===== src/rtl/game_flow_ctrl.sv =====
// game_flow_ctrl: top-level Tetris game sequencer.
//
// Walks the game through IDLE -> GENERATE_PIECE -> FALL -> LOCK -> CLEAR_ROW
// using pulse/done handshakes with the piece generator and the row-clear unit.
// It also keeps score, total lines, level, and the level-dependent gravity period.
//
// Optional feature macro: GAME_PAUSE_EN
//   When defined, this adds the pause_btn input and the PAUSE state.
//
// Ports:
//   clk            in   1   clock
//   rst_n          in   1   synchronous active-low reset
//   start_btn      in   1   start / restart pulse (IDLE and GAME_OVER only)
//   gen_done       in   1   piece generator finished spawning
//   spawn_blocked  in   1   spawn collision, qualified by gen_done
//   can_fall       in   1   active piece can move down one row
//   soft_drop      in   1   selects SOFT_PERIOD as the gravity period
//   clear_done     in   1   row-clear unit finished
//   pause_btn      in   1   pause toggle pulse (GAME_PAUSE_EN only)
//   lines_cleared  in   3   rows removed, qualified by clear_done
//   game_state     out  3   current state encoding
//   gen_req        out  1   spawn request pulse
//   fall_step      out  1   move-down pulse
//   lock_piece     out  1   merge-piece pulse
//   score          out 16   saturating score
//   lines          out 10   total lines, saturating at 999
//   level          out  4   level, saturating at 15
module game_flow_ctrl #(
    parameter int unsigned TICK_BASE       = 50_000_000,
    parameter int unsigned TICK_STEP       = 4_000_000,
    parameter int unsigned TICK_MIN        = 5_000_000,
    parameter int unsigned SOFT_PERIOD     = 2_500_000,
    parameter int unsigned LINES_PER_LEVEL = 10
) (
    input  logic        clk,
    input  logic        rst_n,
    input  logic        start_btn,
    input  logic        gen_done,
    input  logic        spawn_blocked,
    input  logic        can_fall,
    input  logic        soft_drop,
    input  logic        clear_done,
`ifdef GAME_PAUSE_EN
    input  logic        pause_btn,
`endif
    input  logic [2:0]  lines_cleared,
    output logic [2:0]  game_state,
    output logic        gen_req,
    output logic        fall_step,
    output logic        lock_piece,
    output logic [15:0] score,
    output logic [9:0]  lines,
    output logic [3:0]  level
);

    localparam int unsigned PER_MAX = (TICK_BASE > SOFT_PERIOD) ? TICK_BASE : SOFT_PERIOD;
    localparam int unsigned PER_W   = $clog2(PER_MAX + 1);
    localparam int unsigned PER_W1  = PER_W + 1;
    localparam int unsigned LTN_W   = $clog2(LINES_PER_LEVEL + 1);

    typedef enum logic [2:0] {
        S_IDLE      = 3'd0,
        S_GEN       = 3'd1,
        S_FALL      = 3'd2,
        S_LOCK      = 3'd3,
        S_CLEAR     = 3'd4,
        S_GAME_OVER = 3'd5,
        S_PAUSE     = 3'd6
    } state_t;

    state_t             state, state_nxt;
    logic               gen_req_nxt, fall_step_nxt, lock_piece_nxt;
    logic [15:0]        score_nxt;
    logic [9:0]         lines_nxt;
    logic [3:0]         level_nxt;
    logic [LTN_W-1:0]   ltn_q, ltn_nxt;
    logic [PER_W-1:0]   period_q, period_nxt;
    logic [PER_W-1:0]   tick_q, tick_nxt;

    logic               pause_req;

`ifdef GAME_PAUSE_EN
    assign pause_req = pause_btn;
`else
    assign pause_req = 1'b0;
`endif

    assign game_state = state;

    // Gravity tick detection; the >= compare lets a soft_drop edge take effect at once.
    logic [PER_W-1:0] active_period;
    logic             tick_hit;
    always_comb begin
        active_period = soft_drop ? PER_W'(SOFT_PERIOD) : period_q;
        tick_hit      = ({1'b0, tick_q} + PER_W1'(1)) >= {1'b0, active_period};
    end

    // Level period = max(TICK_BASE - level*TICK_STEP, TICK_MIN), computed signed.
    logic signed [40:0] per_calc;
    always_comb begin
        per_calc   = $signed(41'(TICK_BASE)) - $signed(41'(level) * 41'(TICK_STEP));
        period_nxt = (per_calc < $signed(41'(TICK_MIN))) ? PER_W'(TICK_MIN) : PER_W'(per_calc);
    end

    // Scoring and level arithmetic for a completed row clear.
    logic [2:0]  n_eff;
    logic [9:0]  pts;
    logic [14:0] add_pts;
    logic [16:0] score_sum;
    logic [10:0] lines_sum;
    int          ltn_v;
    logic [3:0]  level_v;
    always_comb begin
        n_eff = (lines_cleared > 3'd4) ? 3'd4 : lines_cleared;
        case (n_eff)
            3'd1:    pts = 10'd100;
            3'd2:    pts = 10'd300;
            3'd3:    pts = 10'd500;
            3'd4:    pts = 10'd800;
            default: pts = 10'd0;
        endcase
        add_pts   = 15'(pts) * (15'(level) + 15'd1);
        score_sum = 17'(score) + 17'(add_pts);
        lines_sum = 11'(lines) + 11'(n_eff);
        // At most a 4-line deficit, so five passes cover every multi-level jump.
        ltn_v   = int'(ltn_q) - int'(n_eff);
        level_v = level;
        for (int i = 0; i < 5; i++) begin
            if (ltn_v <= 0) begin
                ltn_v = ltn_v + int'(LINES_PER_LEVEL);
                if (level_v != 4'd15) begin
                    level_v = level_v + 4'd1;
                end
            end
        end
    end

    // Next-state and next-output logic.
    always_comb begin
        state_nxt      = state;
        gen_req_nxt    = 1'b0;
        fall_step_nxt  = 1'b0;
        lock_piece_nxt = 1'b0;
        score_nxt      = score;
        lines_nxt      = lines;
        level_nxt      = level;
        ltn_nxt        = ltn_q;
        tick_nxt       = tick_q;

        case (state)
            S_IDLE, S_GAME_OVER: begin
                if (start_btn) begin
                    state_nxt = S_GEN;
                    score_nxt = 16'd0;
                    lines_nxt = 10'd0;
                    level_nxt = 4'd0;
                    ltn_nxt   = LTN_W'(LINES_PER_LEVEL);
                end
            end
            S_GEN: begin
                if (gen_done) begin
                    if (spawn_blocked) begin
                        state_nxt = S_GAME_OVER;
                    end else begin
                        state_nxt = S_FALL;
                        tick_nxt  = '0;
                    end
                end
            end
            S_FALL: begin
                if (pause_req) begin
                    state_nxt = S_PAUSE;
                end else if (tick_hit) begin
                    tick_nxt = '0;
                    if (can_fall) begin
                        fall_step_nxt = 1'b1;
                    end else begin
                        state_nxt = S_LOCK;
                    end
                end else begin
                    tick_nxt = tick_q + PER_W'(1);
                end
            end
            S_LOCK: begin
                state_nxt = S_CLEAR;
            end
            S_CLEAR: begin
                if (clear_done) begin
                    state_nxt = S_GEN;
                    score_nxt = score_sum[16] ? 16'hFFFF : score_sum[15:0];
                    lines_nxt = (lines_sum > 11'd999) ? 10'd999 : lines_sum[9:0];
                    level_nxt = level_v;
                    ltn_nxt   = LTN_W'(ltn_v);
                end
            end
`ifdef GAME_PAUSE_EN
            S_PAUSE: begin
                if (pause_req) begin
                    state_nxt = S_FALL;
                end
            end
`endif
            default: begin
                state_nxt = S_IDLE;
            end
        endcase

        // Handshake pulses coincide with the first cycle of their state.
        gen_req_nxt    = (state_nxt == S_GEN) && (state != S_GEN);
        lock_piece_nxt = (state_nxt == S_LOCK) && (state != S_LOCK);
    end

    // State register.
    always_ff @(posedge clk) begin
        if (!rst_n) begin
            state <= S_IDLE;
        end else begin
            state <= state_nxt;
        end
    end

    // Datapath and output registers.
    always_ff @(posedge clk) begin
        if (!rst_n) begin
            gen_req    <= 1'b0;
            fall_step  <= 1'b0;
            lock_piece <= 1'b0;
            score      <= 16'd0;
            lines      <= 10'd0;
            level      <= 4'd0;
            ltn_q      <= LTN_W'(LINES_PER_LEVEL);
            period_q   <= PER_W'(TICK_BASE);
            tick_q     <= '0;
        end else begin
            gen_req    <= gen_req_nxt;
            fall_step  <= fall_step_nxt;
            lock_piece <= lock_piece_nxt;
            score      <= score_nxt;
            lines      <= lines_nxt;
            level      <= level_nxt;
            ltn_q      <= ltn_nxt;
            period_q   <= period_nxt;
            tick_q     <= tick_nxt;
        end
    end

endmodule


===== config.mk =====
export PLATFORM = sky130hd
export DESIGN_NAME = game_flow_ctrl
export DESIGN_NICKNAME = d
export VERILOG_FILES = /design/src/rtl/game_flow_ctrl.sv
export SDC_FILE = /design/constraint.sdc
export NUM_CORES = 1
export LEC_CHECK = 0
export CORE_MARGIN = 1
export CORE_UTILIZATION = 40
export DETAILED_ROUTE_END_ITERATION = 10
export DONT_BUFFER_PORTS = 1
export SYNTH_ARGS = -nofsm -noshare
export SYNTH_HDL_FRONTEND = slang
export SYNTH_SLANG_ARGS = --single-unit

===== constraint.sdc =====
create_clock -name clk -period 10 [get_ports clk]
set_input_delay 1.5 -clock clk [delete_from_list [all_inputs] [get_ports clk]]
set_output_delay 1.5 -clock clk [all_outputs]
set_load 0.01 [all_outputs]

==> metrics <==
Startpoint Class=input port; TritonRoute pass-1 iters=8; reg2reg end=level[1]; CTS sink cnt=85; Boundary Pins=47; fin. max-slew vios=0; FFs w/ async S/R, synth=0; Max clock buf depth=2; H-tree lvl count=3; Clock Tree Root=clkbuf_16; Final Hold Fails=0; sequential cell area=0.001702 mm²; pre-CTS setup slack=approximately 1.6 ns; crit path max fanout=10; Seq cells post-synth=85; cell mode on critical path=ha_1; grt ovf=0; EDFF count, synth=0; initial antenna violation count=0; Post-DP Area=0.009190 mm²; Post-Syn Area per Cell=just under 8 µm²; Synth cell types=82; crit path DAT=8.55 ns; Main synth FF type=dfxtp_1; Worst Path Required=10.30 ns; Skew-Pair Late Insertion Delay=0.35 ns; Initial Util=0.4095; synth cell count leaders=nand2_1, inv_1, a21oi_1; unrepaired setup endpoints after global routing=no; post-route ant nets=0; CP peak stage delay=around 0.53 ns; CTS clk-pin slew, worst paths=0.07 ns; cell area after layout=between 0.009 and 0.01 mm²; synthesized net count=1301; Mapped Area=0.008992 mm²; setup slack after layout=1.744 ns; Overall Global Routing Usage=0.2059; Port Buf Inserts=0; total power=854.8 µW; min cycle time layout=8.256 ns; Worst Path Buf+Inv=4; CTS resizes=0; global-route wire length before repair=38.89 mm; CP endpoint kind=register; Fmax=121.1 MHz; First DRT Iteration DRCs=around 540; placed cells=1408; Layout Cells excl Fill=1424; outcome=complete, but fails checks; drt via density=5.704; setup_tns=0 ns; failing checks=design-rule violations; worst hold slack=around 0.46 ns; die area=0.02308 mm²; Reg2Reg Setup Slack=2.85 ns; Yosys warnings=0; Hold Crit Depth=2; DRC errors left=4; setup bufs post-CTS=0; Critical Path Start=lines_cleared[0]; Setup Crit Path Kind=input port to register; Top delay family on crit path=adder cells; Die Ht=151.9 µm; vias in the first global route=~7.7k; CTS tree=done; Hold Crit Start=ltn_q[0]; die width=around 150 µm; reg2reg start=ltn_q[0]; Slew @ Worst Pin=1.190 ns; Power Density=89.93 mW/mm²; # diodes=0; Register-to-Register Path Depth=32; period utilization=0.8256; Clock Skews=0.01183 ns; Rel. slew slack=0.2038; Mapped Cells=1168; area leader, netlist=dfxtp_1; via count=8123; proportion of layout cells with a drive suffix above 1=0.05857; fin nets=1272; worst vdd ir=0.08167 mV; routed len/inst=16.52 µm; top cells by area, synth=dfxtp_1, ha_1, fa_1, nand2_1, a21oi_1; Worst Hold Class=register to register; Hold-fix buffers, CTS=0; slowest stage cell, crit path=fa_1; fill cell count=2278; num rows=54; Max-Cap Viols=0; leak pwr=4.106 nW; Post-DP HPWL=18.12 mm; WHS Endpoint=ltn_q[0]; Placeable Area=0.02196 mm²; most frequent cell after synthesis=nand2_1; area of the multi-input gates=about 0.0067 mm²; register area share after synthesis=0.1892; top-area cell type share of the netlist area=0.1892; Area growth, synth to finish=5.705%; largest net degree at the start of global routing=57; CTS Buf Count=9; RePlAce Congestion=~0.94; # setup viols final=0; final core occ=0.4329; DRT Wirelength=between 20 and 25 mm
[worst reg2reg max path, delay by kind of cell (launching register included)]
kind	cells	cell delay (ns)
and+or+nand+nor	9	1.57
AOI/OAI and AO/OA	9	1.80
buffers and inverters	4	0.26
DFF	1	0.31
xor gates and xnor gates	1	0.29
adders and majority gates	7	2.12
muxes	2	0.78
[layout by cell type, fill, tap and decap left out, drive strengths merged, types with 4 or more instances in the layout]
| cell | instances |
|---|---|
| nor2b | 16 |
| nand4 | 20 |
| or3 | 11 |
| a22oi | 7 |
| a2111oi | 4 |
| clkbuf | 10 |
| nor3 | 50 |
| a21o | 15 |
| mux2i | 6 |
| a211oi | 15 |
| a21oi | 94 |
| a211o | 6 |
| o31ai | 8 |
| o21ai | 61 |
| o211ai | 9 |
| buf | 8 |
| mux2 | 9 |
| nand3 | 19 |
| and2 | 17 |
| a31o | 6 |
| nor3b | 4 |
| a31oi | 11 |
| nand2 | 125 |
| xor2 | 25 |
| fa | 36 |
| or4 | 7 |
| nand2b | 50 |
| nor4bb | 4 |
| ha | 86 |
| xnor2 | 52 |
| o21a | 9 |
| and3 | 18 |
| inv | 99 |
| or2 | 6 |
| o21bai | 5 |
| dfxtp | 85 |
| nor2 | 83 |
[cell families (layout without fill, tap and decap cells)]
logic type / after synthesis / in the layout / share of synthesized area
xor+xnor: 77 / 77 / 0.07583
compound gates: 280 / 280 / 0.2022
fa+ha+maj: 122 / 122 / 0.1998
flops: 85 / 85 / 0.1892
buf+inv: 144 / 120 / 0.06470
simple gates: 445 / 445 / 0.2503
mux: 15 / 15 / 0.01795
[layout make-up]
cell class | count | area share
clock buffers | 10 | 0.02514
clock inverters | 6 | 0.008029
inverters | 96 | 0.03791
multi-input cells | 939 | 0.7067
flip-flops and latches | 85 | 0.1790
well taps | 280 | 0.03686
repair buffers | 8 | 0.006318
[worst max path at each step]
stage | endpoint | slack [ns] | cells past startpoint
after CTS | level[1] | 1.89 | 33
after floorplan | level[1] | 2.12 | 35
after global routing | level[1] | 1.28 | 32
final | level[1] | 1.74 | 33
after global placement | level[1] | 1.66 | 33
after detailed placement | level[1] | 1.57 | 33
[sequential cells by signal (all words and copies together) (netlist names)]
signal      flops
ltn_q           4
gen_req         1
score          15
lines          10
lock_piece      1
fall_step       1
period_q       20
tick_q         26
game_state      3
level           4
[power by group]
group          switching (mW)  total, mW  leakage, nW  internal, mW
logic                  0.0930      0.143         3.26        0.0501
registers             0.00567      0.347        0.686         0.341
clock network           0.159      0.365        0.156         0.206
total                   0.258      0.855         4.11         0.597
[layer usage]
metal | part of all wire | up-vias | GRT usage
li1 | - | 4035 | -
met1 | 0.47 | 3835 | 0.2784
met2 | 0.46 | 216 | 0.3366
met3 | 0.054 | 37 | 0.03109
met4 | 0.019 | 0 | 0.06511
met5 | 0 | - | 0
Note: power is estimated with default switching activity, not from simulation.
